===== src/rtl/slower_1to10_pkg.sv =====
// slower_pkg: shared constants and helpers for the slow-clock divider.
//   DEFAULT_DIV   default division ratio
//   cnt_width()   counter width for a given ratio (never below 1 bit)
package slower_pkg;

  localparam int DEFAULT_DIV = 10;

  // $clog2(1) is 0; a counter still needs at least one bit.
  function automatic int cnt_width(input int div);
    int w;
    w = $clog2(div);
    return (w < 1) ? 1 : w;
  endfunction

endpackage


===== src/rtl/slower_1to10_if.sv =====
// slower_1to10_if: groups the divider's enable and slow-clock outputs.
//   en      count enable (driven by the user of the divider)
//   clk_10  divided clock
//   tick    one-cycle pulse on each clk_10 rise (only with SLOWER_TICK_EN)
// Modports: master = user side, slave = divider side.
interface slower_1to10_if;
  logic en;
  logic clk_10;
`ifdef SLOWER_TICK_EN
  logic tick;

  modport master (output en, input clk_10, input tick);
  modport slave  (input en, output clk_10, output tick);
`else
  modport master (output en, input clk_10);
  modport slave  (input en, output clk_10);
`endif
endinterface


===== src/rtl/slower_1to10_mod_n_counter.sv =====
// mod_n_counter: registered counter 0..N-1 that wraps back to 0.
//   clk    rising-edge clock
//   rst_n  synchronous active-low reset (priority over en)
//   en     advance on this edge when high, hold otherwise
//   cnt    current count
//   wrap   cnt is at its terminal value N-1 (next advance goes to 0)
module mod_n_counter
  import slower_pkg::*;
#(
  parameter int N  = DEFAULT_DIV,
  parameter int CW = cnt_width(N)
) (
  input  logic          clk,
  input  logic          rst_n,
  input  logic          en,
  output logic [CW-1:0] cnt,
  output logic          wrap
);

  localparam logic [CW-1:0] LAST = CW'(N - 1);

  assign wrap = (cnt == LAST);

  always_ff @(posedge clk) begin
    if (!rst_n)   cnt <= '0;
    else if (en)  cnt <= wrap ? '0 : cnt + CW'(1);
  end

endmodule


===== src/rtl/slower_1to10.sv =====
// slower_1to10: synchronous divider producing clk_10 at clk/DIV.
// clk_10 is low while the count is below DIV/2 and high for the rest of
// the period, so odd ratios give the extra cycle to the high phase.
//   clk     system clock, all logic on its rising edge
//   rst_n   synchronous active-low reset
//   bus     slower_1to10_if.slave: en in, clk_10 out (tick out when
//           SLOWER_TICK_EN is defined)
// Optional feature macro: SLOWER_TICK_EN adds a registered one-cycle
// pulse coincident with every clk_10 rise.
module slower_1to10
  import slower_pkg::*;
#(
  parameter int DIV = DEFAULT_DIV
) (
  input  logic           clk,
  input  logic           rst_n,
  slower_1to10_if.slave  bus
);

  localparam int CW = cnt_width(DIV);
  localparam logic [CW-1:0] HALF = CW'(DIV / 2);

  if (DIV < 2) begin : g_bad_div
    $error("slower_1to10: DIV must be at least 2");
  end

  logic [CW-1:0] cnt;
  logic [CW-1:0] cnt_next;
  logic          wrap;

  mod_n_counter #(.N(DIV), .CW(CW)) u_cnt (
    .clk   (clk),
    .rst_n (rst_n),
    .en    (bus.en),
    .cnt   (cnt),
    .wrap  (wrap)
  );

  // Value the counter takes on this edge when enabled. clk_10 is derived
  // from it so the output flop lines up with the counter flop, and the
  // wrap edge always lands clk_10 low.
  assign cnt_next = wrap ? '0 : cnt + CW'(1);

  logic clk_10_q;

  always_ff @(posedge clk) begin
    if (!rst_n)       clk_10_q <= 1'b0;
    else if (bus.en)  clk_10_q <= (cnt_next >= HALF);
  end

  assign bus.clk_10 = clk_10_q;

`ifdef SLOWER_TICK_EN
  logic tick_q;

  // cnt_next == HALF is exactly the 0->1 edge of clk_10.
  always_ff @(posedge clk) begin
    if (!rst_n) tick_q <= 1'b0;
    else        tick_q <= bus.en && (cnt_next == HALF);
  end

  assign bus.tick = tick_q;
`endif

endmodule


===== src/flat_wrapper.sv =====
// flat-port wrapper written by rule: the top's interface ports become plain ports
module slower_1to10_flat import slower_pkg::*;
#(
  parameter int DIV = DEFAULT_DIV
)
  (clk, rst_n, bus_en, bus_clk_10);
  slower_1to10_if bus_i ();
  input  logic clk;
  input  logic rst_n;
  input wire logic [$bits(bus_i.en)-1:0] bus_en;
  output wire logic [$bits(bus_i.clk_10)-1:0] bus_clk_10;
  assign bus_i.en = bus_en;
  assign bus_clk_10 = bus_i.clk_10;
  slower_1to10 #(.DIV(DIV)) u_core (.clk(clk), .rst_n(rst_n), .bus(bus_i));
endmodule

===== config.mk =====
export PLATFORM = sky130hd
export DESIGN_NAME = slower_1to10_flat
export DESIGN_NICKNAME = d
export VERILOG_FILES = /design/src/rtl/slower_1to10_pkg.sv /design/src/rtl/slower_1to10_if.sv /design/src/rtl/slower_1to10_mod_n_counter.sv /design/src/rtl/slower_1to10.sv /design/src/flat_wrapper.sv
export SDC_FILE = /design/constraint.sdc
export NUM_CORES = 1
export LEC_CHECK = 0
export BUFFER_PORTS_ARGS = -buffer_cell sky130_fd_sc_hd__buf_2
export CAP_MARGIN = 0
export CORE_AREA = 2 2 39 41
export DETAILED_ROUTE_END_ITERATION = 6
export DIE_AREA = 0 0 41 43
export GPL_TIMING_DRIVEN = 0
export SKIP_CTS_REPAIR_TIMING = 1
export SKIP_LAST_GASP = 1
export SYNTH_ARGS = -nofsm -noshare
export SYNTH_HDL_FRONTEND = slang
export SYNTH_SLANG_ARGS = --single-unit

===== constraint.sdc =====
create_clock -name clk -period 1.38 [get_ports clk]
set_input_delay 0.138 -clock clk [delete_from_list [all_inputs] [get_ports clk]]
set_output_delay 0.138 -clock clk [all_outputs]
set_load 0.01 [all_outputs]

### Yosys cells after proc, flatten, opt, wreduce, memory -nomap -nowiden

Index checks and enable logic that the tools add are counted.

| operators by class | value |
|---|---|
| order comparisons | 1 |
| equal/unequal tests | 1 |
| add/subtract/negate cells | 1 |
| multiplexer cells | 1 |

Operator list:

| cell | count |
|---|---|
| adder 4 x 1 -> 4 bit, second input constant | 1 |
| == test 4 bit, second input constant | 1 |
| greater-or-equal comparator 4 x 3 -> 1 bit, second input constant | 1 |
| 2-to-1 mux 4 bit | 1 |

| word-level totals | value |
|---|---|
| bits in registers | 5 |
| bits of input ports | 3 |
| logic and storage cells | 6 |
| output and inout bits | 1 |

### Depth between registers and ports, before layout

| logic depth | value |
|---|---|
| depth in word-level cells | 3 |
| depth in mapped cells | 3 |
| gate-level depth less buffers | 3 |

### By module

From an unflattened synthesis, not the netlist that was laid out.

| second synthesis, totals | value |
|---|---|
| cells, all modules | 31 |
| area total of the unflattened synthesis | 280.3 um^2 |

Modules (own cells, without submodules):

| module | cells each | area each (um^2) | sequential area each (um^2) | instances |
|---|---|---|---|---|
| mod_n_counter | 20 | 190.2 | 80.1 | 1 |
| slower_1to10 | 11 | 90.1 | 20.0 | 1 |

### Worst setup path after synthesis

Ideal clock, no wire load.

| path | value |
|---|---|
| path kind | reg2reg |
| start | reg u_core.u_cnt.cnt[0] |
| end | reg u_core.u_cnt.cnt[1] |
| cell stages (with the launch flop) | 4 |
| data required time | 1.310 ns |
| library setup time | 0.070 ns |
| path buffers | 0 |
| clock period less this slack | 0.951 ns |
| slack | 0.429 ns |
| arrival time | 0.881 ns |
| cell sequence | dfxtp_1 -> nand2_2 -> or3_1 -> a21boi_1 |

| between the ends | value |
|---|---|
| longest elaborated chain between the ends | 2 |
| elaborated cells on any way between the ends | 3 |
| classes of those cells | 1 x add/sub; 1 x eq/ne; 1 x mux |

RTL lines:

| element | line | text |
|---|---|---|
| start: declaration | slower_1to10_mod_n_counter.sv:16 | `output logic [CW-1:0] cnt,` |
| start signal: assignment | slower_1to10_mod_n_counter.sv:26 | `else if (en) cnt <= wrap ? '0 : cnt + CW'(1);` |
| adder 4 x 1 -> 4 bit or == test 4 bit (tied branches) | slower_1to10_mod_n_counter.sv:26, slower_1to10_mod_n_counter.sv:22 |  |
| 2-to-1 mux 4 bit (*) | slower_1to10_mod_n_counter.sv:26 |  |

Mark *: on every way between the ends. The rest lies on a longest branch, timed or not.
A chain may end at the register's enable or synchronous reset.

### Final worst setup path

Ends and elaborated chain as after synthesis.

==> out/metrics.cfg <==
[setup_path]
path_cells = nand2_2, or3_1, a21boi_1
critPathRequiredTime_ns = 1.56
crit_end = u_core.u_cnt.cnt[1]
cp_max_fo = 5
cp_slowest_stage_delay_ns = 0.41
r2r-start = u_core.u_cnt.cnt[0]
end_kind = flop
critPathArrivalTime_ns = 1.20
reg2reg_slack_ns = 0.36
critPathKind = reg2reg
r2r_cells = 3
startpoint = u_core.u_cnt.cnt[0]
rr_endpoint = u_core.u_cnt.cnt[1]
cp_slowest_cell = dfxtp_1
critPathLaunchType = flop

[finish]
layout_commonest_cell = dfxtp_1
final_cells = 49
syn_to_final_growth_pct = 26.20
final_cell_mix = 5 x dfxtp_1, 3 x clkbuf_4, 3 x buf_2
nets = 37
drive_above_1_share = 0.2121
multi_input_area_sq_um = 133.9
register_area_sq_um = 100.1
num_antenna_cells = 0
fillerInstances = 157

[synthesis]
avgSynthCellArea_sq_um = 8.999
synth.top_cell.area_share = 0.4278
synth_top_family_by_area = simple AND/OR/NAND/NOR gates
synth_fa_ha_area_frac = 0
yosys.area_share.simple = 0.2995
yosys_warnings = 0
synth_seq_cells = 5
synth_compound_area_frac = 0.1979
synthCells = 26
synth_cell_type_count = 17
syn_area_sq_um = 234.0
syn_nets = 29
synth_area_leaders = dfxtp_1 43%, a21boi_1 6.4%, and2_1 5.3%
synth_seq_area_share = 0.4278
synth_top_area_cell = dfxtp_1
synthXorXnorAreaFrac = 0.07487
synth.mux.area_fraction = 0

[clock_network]
clkTransAtPathRegs_ns = 0.05
cts_max_path_buffers = 2
cts_tree = yes
h-tree-depth = 1
clock_sinks = 5
cts_root_buf = clkbuf_4
clk_latency_ns = 0.25
cts_buffers = 3

[die]
fp.dieArea_sq_um = 1763
die-width_um = 41
start_util = 0.1691
fp-row-count = 14
core-area_sq_um = 1384
die_h_um = 43
pin_count = 4

[detailed_routing]
dr_total_vias = 206
detail-route-antenna-nets = 0
drt_iter0_drc = 0
viasPerCell = 4.204
drtPass1Iterations = 1
routed_wl_um = 442
post-route-drc-count = 0
avgRoutedWirePerCell_um = 9.020

[sta]
finalClockSkew_ns = 0.005036
finalSetupTns_ns = 0
fin_crit_sh = 0.7388
setup_viol = 0
worst_pin_slew_ns = 0.2222
fin_hold_ws_ns = 0.1714
layout_min_cycle_time_ns = 1.019
hold_viol = 0
drv_slew = 0
max_freq_mhz = 980.9
rsz0062_at_grt = false
max_slew_margin = 0.8517

[min_path]
hold_class = in2reg

[power_and_ir_drop]
leakagePower_nw = 0.1176
powerDensity_nw_per_um2 = 1207
pwr-share-seq = 0.449
p_sw_frac = 0.2337
p_sw_w = 0.00008332
ir_drop_v = 0.0004206
p_clk_frac = 0.486
p_int_w = 0.0002732
p_comb_frac = 0.065

[placement]
post-place-cells = 45
globalplace.congestion = 0.6677
io_buffers = 3

[global_routing]
grt_pass1_vias = 187
grt-ovfl-total = 0
grtUsageTotal = 0.06250
antenna_found_initial = 0
grt_max_degree = 8
grt_pass1_wl_um = 710

[outcome]
status = finished, final reports clean

[run]
maxCapViolations = 0

## cell families after synthesis
kind of cell	count (synthesis)
xor gates and xnor gates	2
DFF	5
AOI/OAI and AO/OA	7
and+or+nand+nor	12
## worst min path at each step
stage | slack [ns] | to | from | depth (start not counted)
3_3_place_gp | 0.42 | u_core.bus.clk_10 | bus_en | 2
3_5_place_dp | 0.42 | u_core.bus.clk_10 | bus_en | 2
5_1_grt | 0.17 | u_core.u_cnt.cnt[0] | rst_n | 2
6_report | 0.17 | u_core.u_cnt.cnt[0] | rst_n | 2
2_1_floorplan | 0.23 | u_core.bus.clk_10 | bus_en | 1
4_1_cts | 0.17 | u_core.bus.clk_10 | bus_en | 2
## flip-flops by register name (all words and copies together), names as in the netlist
name and flops:
u_core.u_cnt.cnt 4, u_core.bus.clk_10 1
## cell usage after synthesis
cell type  n
or3_1      1
dfxtp_1    5
o22ai_1    1
nor2b_1    2
and2_1     2
o211ai_1   1
nand2_2    1
and4b_1    1
xor2_1     1
nor2_1     1
and3_1     1
xnor2_1    1
nand2_1    2
o21ai_0    2
a21boi_1   2
o21a_1     1
nand3_1    1
## metrics by stage
stage	worst slack (ns)	utilization	total power [W]	cell area [sq um]
CTS	0.3586	0.2134	0.0003655	295.3
floorplan	0.4288	-	0.0001753	234.0
global placement	0.3783	0.1944	0.0001851	269.0
global route	0.2434	0.2134	0.0003794	295.3
finish	0.3605	0.2134	0.0003565	295.3
detailed placement	0.3632	0.1944	0.0001858	269.0
## layout make-up
type / count / area share
Clock buffer: 4 / 0.08898
Multi-Input combinational cell: 21 / 0.4534
Sequential cell: 5 / 0.3390
Tap cell: 16 / 0.06780
Timing Repair Buffer: 3 / 0.05085
## metal layers
metal | global-route usage | part of all wire
met1 | 0.06840 | 0.44
met2 | 0.08125 | 0.46
met3 | 0.06283 | 0.093
met4 | 0.02000 | 0
met5 | 0 | 0
## worst max-delay path: cells and delay by family (launching register included)
family	cells	cell delay, ns
DFF	1	0.41
AOI/OAI and AO/OA	1	0.12
and+or+nand+nor	2	0.43
## power by group through the flow
stage | Combinational (W) | Sequential [W] | Clock, W
2_1_floorplan | 0.0000151 | 0.000160 | 0
3_3_place_gp | 0.0000230 | 0.000162 | 0
3_5_place_dp | 0.0000233 | 0.000162 | 0
5_1_grt | 0.0000261 | 0.000161 | 0.000192
4_1_cts | 0.0000236 | 0.000160 | 0.000182
6_report | 0.0000233 | 0.000160 | 0.000173
Note: power is estimated with default switching activity, not from simulation.
